## src/rtl/fxp_mul_pipe.sv

```systemverilog
// Pipelined signed fixed-point multiplier with per-beat rounding, saturation and
// accumulate-with-last-result; the whole pipeline freezes under output back-pressure.
module fxp_mul_pipe #(
  parameter int N         = 16,
  parameter int FRAC_BITS = 8,
  parameter int LAT       = 2
) (
  input  logic         clk,
  input  logic         rst,
  input  logic         in_valid,
  output logic         in_ready,
  input  logic [N-1:0] a,
  input  logic [N-1:0] b,
  input  logic         round_en,
  input  logic         sat_en,
  input  logic         acc_en,
  output logic         out_valid,
  input  logic         out_ready,
  output logic [N-1:0] result,
  output logic         ovf
);

  localparam int unsigned PW = 2 * N;
  localparam int unsigned SW = 2 * N + 1;

  // Representable result range, sign-extended to the sum width
  localparam logic signed [SW-1:0] MAX_V = {{(N + 2){1'b0}}, {(N - 1){1'b1}}};
  localparam logic signed [SW-1:0] MIN_V = {{(N + 2){1'b1}}, {(N - 1){1'b0}}};

  logic                 stall;
  logic [LAT-1:1]       vld;
  logic signed [PW-1:0] prod [1:LAT-1];
  logic [2:0]           ctl  [1:LAT-1];   // {acc_en, sat_en, round_en}
  logic [N-1:0]         acc;

  logic signed [PW-1:0] a_x;
  logic signed [PW-1:0] b_x;

  logic signed [SW-1:0] p_x;
  logic signed [SW-1:0] half;
  logic signed [SW-1:0] rnd_c;
  logic signed [SW-1:0] shf_c;
  logic signed [SW-1:0] acc_x;
  logic signed [SW-1:0] sum_c;
  logic                 ovf_c;
  logic [N-1:0]         res_c;

  assign stall    = out_valid && !out_ready;
  assign in_ready = !stall;

  assign a_x = {{N{a[N-1]}}, a};
  assign b_x = {{N{b[N-1]}}, b};

  // Final stage: round, shift, accumulate, range check and saturate
  always_comb begin
    p_x   = {prod[LAT-1][PW-1], prod[LAT-1]};
    half  = '0;
    half[FRAC_BITS-1] = ctl[LAT-1][0];
    rnd_c = p_x + half;
    shf_c = rnd_c >>> FRAC_BITS;
    acc_x = '0;
    if (ctl[LAT-1][2]) begin
      acc_x = {{(N + 1){acc[N-1]}}, acc};
    end
    sum_c = shf_c + acc_x;
    ovf_c = (sum_c > MAX_V) || (sum_c < MIN_V);
    res_c = sum_c[N-1:0];
    if (ovf_c && ctl[LAT-1][1]) begin
      res_c = sum_c[SW-1] ? {1'b1, {(N - 1){1'b0}}} : {1'b0, {(N - 1){1'b1}}};
    end
  end

  // Pipeline registers; acc tracks the last result loaded into the output stage,
  // so a back-to-back acc_en beat sees its predecessor without extra latency
  always_ff @(posedge clk or posedge rst) begin
    if (rst) begin
      for (int k = 1; k <= LAT - 1; k++) begin
        vld[k]  <= 1'b0;
        prod[k] <= '0;
        ctl[k]  <= '0;
      end
      out_valid <= 1'b0;
      result    <= '0;
      ovf       <= 1'b0;
      acc       <= '0;
    end else if (!stall) begin
      vld[1]  <= in_valid;
      prod[1] <= a_x * b_x;
      ctl[1]  <= {acc_en, sat_en, round_en};
      for (int k = 2; k <= LAT - 1; k++) begin
        vld[k]  <= vld[k-1];
        prod[k] <= prod[k-1];
        ctl[k]  <= ctl[k-1];
      end
      out_valid <= vld[LAT-1];
      if (vld[LAT-1]) begin
        result <= res_c;
        ovf    <= ovf_c;
        acc    <= res_c;
      end
    end
  end

endmodule

```

## config.mk

```make
export PLATFORM = sky130hd
export DESIGN_NAME = fxp_mul_pipe
export DESIGN_NICKNAME = d
export VERILOG_FILES = /design/src/rtl/fxp_mul_pipe.sv
export SDC_FILE = /design/constraint.sdc
export NUM_CORES = 1
export LEC_CHECK = 0
export ABC_CLOCK_PERIOD_IN_PS = 5200
export CORE_MARGIN = 2
export CORE_UTILIZATION = 56
export CTS_CLUSTER_SIZE = 16
export DETAILED_ROUTE_END_ITERATION = 16
export GPL_TIMING_DRIVEN = 0
export PLACE_DENSITY = 0.75
export SYNTH_ARGS = -nofsm -noshare
export SYNTH_HDL_FRONTEND = slang
export SYNTH_SLANG_ARGS = --single-unit
```

## constraint.sdc

```tcl
create_clock -name clk -period 5.2 [get_ports clk]
set_input_delay 1.56 -clock clk [delete_from_list [all_inputs] [get_ports clk]]
set_output_delay 1.56 -clock clk [all_outputs]
set_load 0.05 [all_outputs]
```

# ---- After elaboration in Yosys (flattened, before gate mapping)
# Index checks and enable logic that the tools add are counted.
dict set report totals {
  reg_bits 54
  input_bits 39
  elab_cells 21
}
dict set report classes {
  add_sub_neg 2
  n_mul 1
  magnitude_cmp 2
  mux 3
  bitwise_logic 1
  n_reduce_logical 6
}
# op n
set ops {}
lappend ops {{$add A25 B33 Y33} 1}
lappend ops {{$add A32 B9 Y33} 1}
lappend ops {{$gt A33 B16 Y1 const B} 1}
lappend ops {{$lt A33 B16 Y1 const B} 1}
lappend ops {{$mux W33} 1}
lappend ops {{$mul A16 B16 Y32} 1}
lappend ops {{$mux W16} 2}
lappend ops {{$logic_and A1 B1 Y1} 2}
lappend ops {{$logic_not A1 Y1} 2}
lappend ops {{$reduce_and A2 Y1} 1}
lappend ops {{$logic_or A1 B1 Y1} 1}
lappend ops {{$not A1 Y1} 1}

# ---- Longest topological paths before layout
# Gate-level depths: netlist of the first run.
dict set report logic_depth {
  depth_word 6
  mapped_depth 25
}

# ---- Worst setup path after synthesis of the first run
# OpenSTA, ideal clock, no wires.
dict set report synth_path {
  path_type {input port to flip-flop}
  start {input port a[7]}
  end {register prod[31] (netlist bit)}
  setup_ps 164
  t_arrival_ps 7737
  slack_ps -2701
  cell_stages 23
  path_buffers 1
  path_cell_list {clkbuf_1 and2_1 fa_1 inv_1 fa_1 fa_1 fa_1 inv_1 fa_1 inv_1 fa_1 inv_1 ha_1 a21o_1 a221o_1 a21oi_2 a211oi_1 or3_4 o311a_4 or4b_4 a31oi_4 xnor2_1 a21oi_1}
}
dict set report synth_between {
  elab_chain_cells 1
}
# item line_no
set synth_lines {}
lappend synth_lines {{start: declaration} 12} ;# input logic [N-1:0] a,
lappend synth_lines {{$mul A16 B16 Y32} 88} ;# prod[1] <= a_x * b_x;
lappend synth_lines {{end signal: indexed assignment} 92} ;# prod[k] <= prod[k-1];
lappend synth_lines {{end: declaration} 32} ;# logic signed [PW-1:0] prod [1:LAT-1];
# No other way between the ends.
# A chain may end at the register's enable or synchronous reset.

# ---- Worst setup path in the final report of the first run
dict set report layout_path {
  start {input port b[5]}
  end {register prod[31] (netlist bit)}
}
dict set report layout_between {
  elab_chain_cells 1
}
# item line_no
set layout_lines {}
lappend layout_lines {{start: declaration} 13} ;# input logic [N-1:0] b,
lappend layout_lines {{$mul A16 B16 Y32} 88}
# No other way between the ends.

==> out/metrics.cfg, run 1 <==
[die]
num_rows=56
die_h_um=159
core_area_um2=23500
initial_utilization_pct=57.1
ioPinCount=58
die_w_um=159
die_area_um2=25200

[sta]
hold_violations=0
relSlewSlack_pct=50.3
layout_min_cycle_time_ps=7630
final-max-slew-violation-count=0
worst_pin_slew_ps=745
skew_ps=8.67
final-setup-viol-count=24
period_share_pct=147
rsz0062_at_grt=yes
max_freq_ghz=0.131
setup_ws_ps=-2430

[worst_setup_path]
cp-end-kind=flip-flop
crit_required_ps=5370
arrival_ps=7800
start_kind=input pin
crit_fanout=6
reg2reg_slack_ps=350
crit_type=input pin to flip-flop
ff2ff_path_depth=21

[clock_network]
clock_path_buffers=2
cts_buffers=5
htreeDepth=2
cts-root-buf=clkbuf_16
cts_sinks=47
clock_latency_ps=300
cts_tree=built
path_clk_slew_ps=60
hold_buffers=0

[synthesis]
synthXorXnorAreaFrac_pct=4.30
synth_warnings=0
synth_mux_area_share_pct=0
synthAdderAreaFrac_pct=49.0
synth_top_cell_by_area=fa_1
synth_top_family_by_area=adder cells
yosys.area_share.simple_pct=17.7
postSynthAreaPerCell_um2=8.90
ys_seq_area_share_pct=8.75
synth.cell_area_um2=13400
async_flop_share_pct=100
syn_nets=1918
ys_seq_elements=47
synth_compound_area_share_pct=9.36
syn_inst=1510
synth_edf_count=0
synth.top_cell.area_share_pct=39.0
yosys.cell_types.count=64
dominantRegCellSynth=dfrtp_1
synth.area.top_cells=fa_1 (39%), ha_1 (10%), inv_1 (9.3%), dfrtp_1 (8.8%), and2_1 (6.7%)

[placed_design]
gp_congestion=0.923
io_buffers=57
dpl_worst_slack_ps=-3710
placedCellCount=1887
placed_cell_area_um2=14700
dp_hpwl_mm=28.3

[routing]
drtIter0Drc=621
routed_wl_mm=36.1
wl_per_cell_um=18.3
ant_nets=0
avgViaCountPerCell=5.51
drtPass1Iterations=5
vias=10900
drc=0

[layout]
instances_no_fill=1969
drive_above_1_share_pct=17.7
area_growth_pct=21.2
nNetsFinal=2057
antenna_cells_inserted=0
final_area_um2=16300

[min_path]
hold_class=flip-flop to flip-flop
holdPathStages=2

[global_routing]
grt_pass1_wl_mm=58.9
antenna_found_initial=0
overflow=0
first_global_vias=11600
grt_max_degree=26
track_usage_pct=29.5

[outcome]
violations=negative setup slack
status=complete, but fails checks

[flow_run]
cap_violations=0

-- worst paths after layout --
check | from | endpoint
min in group asynchronous | rst | ctl[0]
setup / recovery | b[5] | prod[31]
hold reg to reg | ovf | ovf
max in group asynchronous | rst | prod[31]
setup reg to reg | ctl[0] | result[10]
hold / removal | ovf | ovf
-- through the flow --
stage	setup TNS (ps)	util, %	hold WS (ps)
detailed placement	-64240	62.6	483
finish	-42880	69.2	491
global route	-46530	69.2	521
CTS	-40290	67.1	497
floorplan	-31910	-	430
global placement	-62700	62.5	455
-- worst max-delay path, stage by stage --
cell and delay (ps):
buf_12 110, clkbuf_16 140, and2_4 130, fa_1 500, inv_2 50, fa_1 450
fa_1 510, inv_2 40, fa_1 440, fa_1 510, inv_2 40, fa_1 540
inv_2 50, ha_4 210, and3_4 180, a221o_1 340, a21oi_4 200, a211oi_4 100
or3_4 410, o311a_4 320, or4b_4 540, a31oi_4 170, xnor2_2 140, a21oi_1 80
-- kinds of logic (layout without fill, tap and decap cells) --
| group | count (synthesis) | count (layout) |
|---|---|---|
| adders and majority gates | 369 | 369 |
| and+or+nand+nor | 467 | 467 |
| buffers and inverters | 384 | 524 |
| DFF | 47 | 47 |
| AOI/OAI and AO/OA | 177 | 177 |
| xor gates and xnor gates | 66 | 66 |
-- timing repair --
action | CTS | global route
buffers inserted | 46 | 31
endpoints found under the setup margin | 26 | 40
endpoints found under the hold margin | 0 | 0
gates resized for setup | 285 | 104
gates cloned | 0 | 0
pin swaps | 62 | 58
-- routing by layer --
layer	track usage [%]	vias to the layer above	share of wire, %
met5	0	-	0
met4	13.3	0	5.3
met3	4.21	127	6.1
met2	50.2	405	48
met1	37.7	5394	40
li1	-	4931	-
-- placed cells by master, fill, tap and decap left out, types with 11 or more instances in the layout --
cell type / n
fa_2: 11
nand4_1: 13
inv_1: 308
inv_2: 22
a21oi_1: 37
nor2_1: 45
ha_1: 86
clkbuf_1: 12
a221o_1: 16
xnor2_1: 44
buf_6: 32
clkbuf_16: 16
o21ai_0: 17
and2_4: 11
buf_2: 14
and2_1: 132
ha_4: 14
nand3_1: 25
nand2_1: 161
dfrtp_1: 47
clkdlybuf4s50_1: 25
buf_4: 55
fa_1: 251
clkbuf_8: 14
o21ai_1: 12
a21o_1: 23
xor2_1: 14
-- flip-flops by register name, indices dropped and copies added (netlist names) --
register / cells
ctl: 3
out_valid: 1
ovf: 1
prod: 25
result: 16
vld: 1
-- cell type report --
type                            instances  area (um^2)
Clock buffer                            6          139
Inverter                              332         1250
Fill cell                            1828         7250
Buffer                                 51          652
Tap cell                              319          399
Sequential cell                        47         1180
Multi-Input combinational cell       1079        11400
Clock inverter                          2         38.8
Timing Repair Buffer                  133         1220
-- synthesized netlist by cell type (4+ instances only) --
cell      count
buf_2         4
o31ai_1       6
inv_1       332
clkbuf_1     44
nand2b_1      9
o21a_1        9
o21ai_0      30
xnor2_1      51
xor2_1       15
nand3_1      27
nor3_1       10
ha_1        107
and2_1      143
nor2b_1       9
fa_1        262
dfrtp_1      47
o21ai_1       4
a31oi_1       5
nand4_1      13
and3_1        6
nor2_1       52
and4_1        6
a211oi_1      8
nand2_1     171
a21o_1       23
or3_1         8
a21oi_1      45
a221o_1      16
o21bai_1      5
Power of run 1 is not shown: default switching activity piles up to over one toggle a cycle in this logic, so the estimate is an artifact.
==> run 2: changes to the inputs <==
PLACE_DENSITY = 0.72   (was 0.75)
==> out/metrics.cfg, run 2 (synthesized netlist as in run 1, its figures left out) <==
[outcome]
status=complete, but fails checks
violations=negative setup slack

[die]
die_w_um=159  ; unchanged
die_area_um2=25200  ; unchanged
ioPinCount=58  ; unchanged
die_h_um=159  ; unchanged
core_area_um2=23500  ; unchanged
initial_utilization_pct=57.1  ; unchanged
num_rows=56  ; unchanged

[min_path]
hold_class=flip-flop to flip-flop

[layout]
area_growth_pct=20.6
nNetsFinal=2042  ; -0.73%
top_register=prod
antenna_cells_inserted=0  ; unchanged
final_core_util_pct=68.8  ; -0.38 points
top_regs=prod (25), result (16), ctl (3)
drive_above_1_share_pct=16.9  ; -0.82 points
final_common_cell=inv_1
final_cell_mix=inv_1 (315), fa_1 (250), nand2_1 (164)
largest_register_ffs=25  ; unchanged

[worst_setup_path]
startpoint=b[2]
reg2reg_from=prod[7]
cp-end-kind=flip-flop
crit_fanout=8  ; +2
start_kind=input pin
reg2reg_slack_ps=370  ; +20 ps
crit_type=input pin to flip-flop
crit_required_ps=5380  ; about the same
r2r_end=result[6]
ff2ff_path_depth=20  ; -4.8%
crit_end=prod[31]
arrival_ps=7750  ; -50 ps

[placed_design]
dp_hpwl_mm=28.0  ; -1.1%
io_buffers=57  ; unchanged
gp_congestion=0.924  ; +0.11%

[routing]
routed_wl_mm=34.8  ; -3.4%
wl_per_cell_um=17.8  ; -2.7%
avgViaCountPerCell=5.48  ; -0.68%
ant_nets=0  ; unchanged
drc=0  ; unchanged
vias=10700  ; -1.4%
drtIter0Drc=594  ; -4.3%
drtPass1Iterations=5  ; unchanged

[global_routing]
antenna_found_initial=0  ; unchanged
overflow=0  ; unchanged
grt_pass1_wl_mm=58.8  ; -0.23%
first_global_vias=11900  ; +2.6%
track_usage_pct=29.2  ; -0.36 points
grt_max_degree=29  ; +12%

[clock_network]
cts_tree=built
cts_sinks=47  ; unchanged
hold_buffers=0  ; unchanged
cts-root-buf=clkbuf_16
cts_buffers=5  ; unchanged
clock_path_buffers=2  ; unchanged
path_clk_slew_ps=70  ; about the same
htreeDepth=2  ; unchanged
clock_latency_ps=300  ; about the same

[sta]
skew_ps=9.42  ; +0.750 ps
setup_ws_ps=-2370  ; +63.0 ps
relSlewSlack_pct=45.4  ; -4.9 points
final-max-slew-violation-count=0  ; unchanged
worst_pin_slew_ps=818  ; +73.3 ps
rsz0062_at_grt=yes
hold_violations=0  ; unchanged
final-setup-viol-count=24  ; unchanged
max_freq_ghz=0.132  ; +0.83%
fin_hold_ws_ps=477  ; -14.7 ps
period_share_pct=146  ; -1.2 points
tns_ps=-35060  ; +7820 ps
layout_min_cycle_time_ps=7570  ; -63.0 ps

[flow_run]
cap_violations=0  ; unchanged

-- run 2: worst min-delay path by stage --
stage	start	to	slack [ps]	cells past startpoint
floorplan	ctl[0]	ctl[0]	430	2
global placement	ctl[0]	ctl[0]	440	2
detailed placement	ctl[0]	ctl[0]	460	2
CTS	ctl[0]	ctl[0]	480	2
global route	ctl[0]	ctl[0]	510	2
finish	ctl[0]	ctl[0]	480	2
-- run 2: layout make-up --
class                           instances  area, um^2
Buffer                                 50         637
Clock buffer                            6         139
Clock inverter                          2        38.8
Fill cell                            1915        7340
Inverter                              332        1250
Multi-Input combinational cell       1079       11400
Sequential cell                        47        1180
Tap cell                              319         399
Timing Repair Buffer                  119        1110
-- run 2: layer usage --
layer  part of all wire (%)  up-vias  global-route usage, %
met3                    6.3       96                   4.94
li1                       -     4907                      -
met2                     49      348                   50.2
met1                     40     5350                   36.7
met5                      0        -                      0
met4                    4.9        0                   12.0
-- run 2: per-stage QoR --
stage	instance area (um^2)	cells	setup slack (ps)
finish	16200	1954	-2370
global route	16200	1954	-2560
detailed placement	14700	1887	-3660
global placement	14700	1886	-3660
CTS	15800	1944	-2390
floorplan	13700	1510	-2440
-- run 2: critical path, stage by stage --
cell and delay (ps):
buf_12 100, clkbuf_16 150, buf_12 120, nand2_4 60, inv_2 40, fa_2 630
inv_4 70, fa_1 530, inv_1 50, fa_1 490, fa_1 440, fa_1 490
inv_1 50, fa_1 530, inv_1 60, ha_4 220, a21o_1 160, a21o_1 180
a21oi_2 130, o21ai_2 80, or3_4 340, o311a_4 320, or4b_4 520, a31oi_4 190
xnor2_2 140, a21oi_1 80
-- run 2: timing repair --
| item | in CTS | in global routing |
|---|---|---|
| endpoints found under the setup margin | 26 | 39 |
| pin swaps | 65 | 44 |
| gates resized for setup | 284 | 97 |
| buffers inserted | 50 | 15 |
Power of run 2 is left out for the same reason.
==> edit 1 (flow settings as in run 2) <==
Put one more register stage on the output `ovf`. The value now appears one clock later. The other outputs are not delayed to match.
--- a/src/rtl/fxp_mul_pipe.sv
+++ b/src/rtl/fxp_mul_pipe.sv
@@ -28,2 +28,4 @@
   localparam logic signed [SW-1:0] MIN_V = {{(N + 2){1'b1}}, {(N - 1){1'b0}}};
+
+  logic ovf_s0;
 
@@ -83,3 +85,3 @@
       result    <= '0;
-      ovf       <= 1'b0;
+      ovf_s0    <= 1'b0;
       acc       <= '0;
@@ -97,3 +99,3 @@
         result <= res_c;
-        ovf    <= ovf_c;
+        ovf_s0 <= ovf_c;
         acc    <= res_c;
@@ -103,2 +105,6 @@
 
+  always_ff @(posedge clk) begin
+    ovf <= ovf_s0;
+  end
+
 endmodule
Function: changed (Yosys sat finds a counterexample within 4 cycles, from zero or initial values and one cycle with rst high).
==> edit 1 against run 2 <==
The flow still finishes with violations (setup timing). Synthesized area increased by 0.15%. Sequential cell count increased by 1. Worst setup slack got worse by 0.091 ns. Design area decreased by 2.5%. Final cell count decreased by 0.77%. Via count decreased by 0.54%. Sequential share of layout area increased by 0.31 points. Non-clock buffer count decreased by 16. Wire length decreased by 3.4%. Core utilization decreased by 1.7 points.
Power is left out: the tool's default activity adds up to more than one toggle a clock period on the data nets, which glitch-free logic cannot reach.
==> edit 1: results (changes against run 2) <==
Cells and area
  • Finished Layout Cells: 1939 (-0.77%)

Setup path
  • CP max stage cell: fa_1
  • Reg2reg setup slack: 0.33 ns (-0.04 ns)
  • Maximum fanout along the worst path: 9 (+1)
  • Crit-path max cell delay: 0.56 ns (-0.07 ns)
  • Critical path startpoint: a[11]

Timing
  • Final setup viols: 24 (unchanged)
  • Setup_tns: -36.16 ns (-1.103 ns)
  • Worst setup margin: -2.458 ns (-0.09073 ns)
  • Hold_ws: 0.3724 ns (-0.1044 ns)
  • Relative slew slack: 0.4661 (+0.01167)
  • Worst Skew: 0.007285 ns (-0.002134 ns)

Route
  • Met3 WL: 1999 um (-8.9%)
  • DR iter-0 viols: 688 (+16%)
  • Routed WL: 33640 um (-3.4%)

Min path
  • Hold Startpoint: ovf_s0$_DFFE_PP0P_

Synthesis
  • Synth top area cells: fa_1, ha_1, inv_1
  • Fraction of registers with async set/reset: 0.9792 (-0.02083)

Outcome
  • Status: finished, violations left
  • Failing checks: setup timing

GRT
  • Overall routing resource usage: 0.2816 (-0.01029)
  • Met1 Use GR: 0.3710 (+0.003747)
  • Vias in the first global route: 11240 (-5.7%)
  • Initial antenna violation count: 2 (+2)

Place
  • GPL Wtd Cong: 0.9180 (-0.68%)
edit 1: worst paths after layout:
check / to / cells after the start
max: prod[31]$_DFFE_PP0N_ / 24
min: ovf$_DFF_P_ / 0
max reg2reg: result[9]$_DFFE_PP0P_ / 21
min reg2reg: ovf$_DFF_P_ / 0
max in group asynchronous: prod[22]$_DFFE_PP0N_ / 3
min in group asynchronous: result[0]$_DFFE_PP0P_ / 2
edit 1: cell type report:
class                      instances  area (um2)
sequential                        48        1196
timing repair buffer             103       945.9
inverter                         332        1255
tap                              319       399.1
clock inverter                     2       12.51
multi-input combinational       1079       11270
buffer                            50       594.3
clock buffer                       6       128.9
fill                            1971        7742
edit 1: kinds of logic (layout without fill, tap and decap cells):
group | Yosys count | in the layout | synth area share
flops | 48 | 48 | 0.08891
xor+xnor | 66 | 66 | 0.04297
fa+ha+maj | 369 | 369 | 0.4894
compound gates | 177 | 177 | 0.09346
buf+inv | 384 | 493 | 0.1086
simple gates | 467 | 467 | 0.1767
==> edit 2 (flow settings as in run 2) <==
Made on the original files. The parameter `N` goes from 16 to 17.
--- a/src/rtl/fxp_mul_pipe.sv
+++ b/src/rtl/fxp_mul_pipe.sv
@@ -3,3 +3,3 @@
 module fxp_mul_pipe #(
-  parameter int N         = 16,
+  parameter int N         = 17,
   parameter int FRAC_BITS = 8,
Ports: changed (resized a, b and result); port bits go from 58 to 61. The function was not compared with the original's and may differ.
==> edit 2 against run 2 <==
The run still ends with setup timing left. Design area increased by 14%. Core utilization up 1.9 points. Fmax up 9.1%. Sequential cell count grew 3. Register-to-register slack got worse by 0.05 ns. Highest routed layer unchanged. Global-route usage is 0.29 points higher. Synthesized area up 12%. Worst setup slack improved by 0.63 ns. Wire length rose by 13%. Via count increased by 15%.
Power is not shown: default switching activity piles up to over one toggle a cycle in this logic, so the estimate is an artifact.
==> edit 2: results (changes against run 2) <==
Setup path
  • CP max stage cell: fa_1
  • Worst Reg-to-Reg Cells: 19 (-5.0%)
  • Worst reg2reg endpoint: result[5]$_DFFE_PP0P_
  • Crit-path max cell delay: 0.55 ns (-0.08 ns)
  • Worst Path Arrival: 7.10 ns (-0.65 ns)
  • Reg2reg setup slack: 0.32 ns (-0.05 ns)
  • Worst r2r src: prod[7]$_DFFE_PP0N_

Route
  • Initial DRT Pass Iterations: 5 (unchanged)
  • DR iter-0 viols: 765 (+29%)
  • Drt wl/cell: 17.95 um (+0.66%)
  • DR WL met2: 19330 um (+14%)
  • Met3 WL: 2205 um (+0.46%)
  • Via count: 12270 (+15%)
  • Wl on met1: 16450 um (+18%)

Timing
  • Worst Skew: 0.008095 ns (-0.001324 ns)
  • Final setup viols: 25 (+4.2%)
  • Hold_ws: 0.4690 ns (-0.007784 ns)
  • Setup_tns: -34.41 ns (+0.6505 ns)
  • Worst setup margin: -1.736 ns (+0.6318 ns)
  • Slew of the pin with the lowest slew margin: 0.7592 ns (-0.05920 ns)

Synthesis
  • Syn_nets: 2160 (+13%)
  • Seq/Total Area, Yosys: 0.08342 (-0.004131)
  • Yosys top cell area share: 0.3951 (+0.004636)
  • Fraction of registers with async set/reset: 1.000 (unchanged)
  • Distinct cells, synth: 69 (+7.8%)
  • Synth top cells by count: inv_1, fa_1, nand2_1
  • Synth top area cells: fa_1, inv_1, ha_1

GRT
  • Pin count of the biggest net entering global routing: 42 (+45%)
  • Met3 Resource Use GR: 0.04727 (-0.002103)
  • Initial antenna violation count: 0 (unchanged)
  • Met1 Use GR: 0.3798 (+0.01249)
  • Vias in the first global route: 13280 (+11%)
  • Wire length of the first global-routing pass: 65430 um (+11%)
  • Overall routing resource usage: 0.2948 (+0.002930)
  • M2 GR Usage: 0.5084 (+0.006801)

Cells and area
  • Layout cell share with drive strength beyond 1: 0.1985 (+0.02969)
  • Biggest regs: prod x27, result x17, ctl x3
  • Final nets: 2310 (+13%)
  • FF/Latch Area: 0.001251 mm2 (+6.4%)
  • Ant. Diodes: 0 (unchanged)
  • Filler Cell Count: 1994 (+4.1%)

Clocking
  • Htree depth: 2 (unchanged)
  • Inserted Clock Buffers: 5 (unchanged)
  • Clk slew on worst S/H paths: 0.07 ns (about the same)

Min path
  • Hold Startpoint: ctl[0]$_DFFE_PP0N_
  • Hold Crit Depth: 2 (unchanged)
  • Hold Path End: ctl[0]$_DFFE_PP0N_

Outcome
  • Status: finished, violations left
  • Failing checks: setup timing

Place
  • Port-buffer cells: 57 (unchanged)
  • Place WS: -3.064 ns (+0.5984 ns)
  • Post-DP HPWL: 31120 um (+11%)
  • Area after DPL: 0.01674 mm2 (+14%)
  • GPL Wtd Cong: 0.9333 (+0.97%)
==> edit 2: worst max path at each step <==
stage | start | end | slack, ns | cells past startpoint
5_1_grt | b[5] | prod[33]$_DFFE_PP0N_ | -1.89 | 25
3_5_place_dp | b[14] | prod[33]$_DFFE_PP0N_ | -3.06 | 22
2_1_floorplan | a[16] | prod[33]$_DFFE_PP0N_ | -1.51 | 23
6_report | b[5] | prod[33]$_DFFE_PP0N_ | -1.74 | 25
3_3_place_gp | b[14] | prod[33]$_DFFE_PP0N_ | -2.95 | 22
4_1_cts | a[16] | prod[33]$_DFFE_PP0N_ | -1.69 | 24
==> edit 2: layout make-up <==
cell class                      instances  share of cell area
Multi-Input combinational cell       1232              0.6984
Clock buffer                            5            0.006753
Buffer                                 62             0.04902
Tap cell                              335             0.02262
Clock inverter                          3            0.001418
Inverter                              367             0.07468
Sequential cell                        50             0.06753
Timing Repair Buffer                  145             0.07961
==> edit 2: timing repair <==
item	in CTS	in global routing
resized for setup	351	66
buffers inserted	65	19
endpoints found under the hold margin	0	0
gates cloned	3	0
pin swaps	107	64
setup endpoints to repair	28	44
==> edit 2: metrics by stage <==
step,instances,utilization
finish,2199,0.7070
CTS,2182,0.6926
global placement,2105,0.6381
detailed placement,2106,0.6388
floorplan,1713,-
global route,2199,0.7070
==> edit 2: cell families after synthesis <==
family | share of synthesized area
AOI/OAI and AO/OA | 0.09401
adders and majority gates | 0.4868
DFF | 0.08342
buffers and inverters | 0.1102
muxes | 0.002753
and+or+nand+nor | 0.1802
xor gates and xnor gates | 0.04263
==> edit 2: critical path, delay by kind of cell <==
kind            cells  cell delay (ns)
buf+inv             8             0.66
simple gates        5             0.78
compound gates      4             0.62
fa+ha+maj           7             3.33
xor+xnor            1             0.12
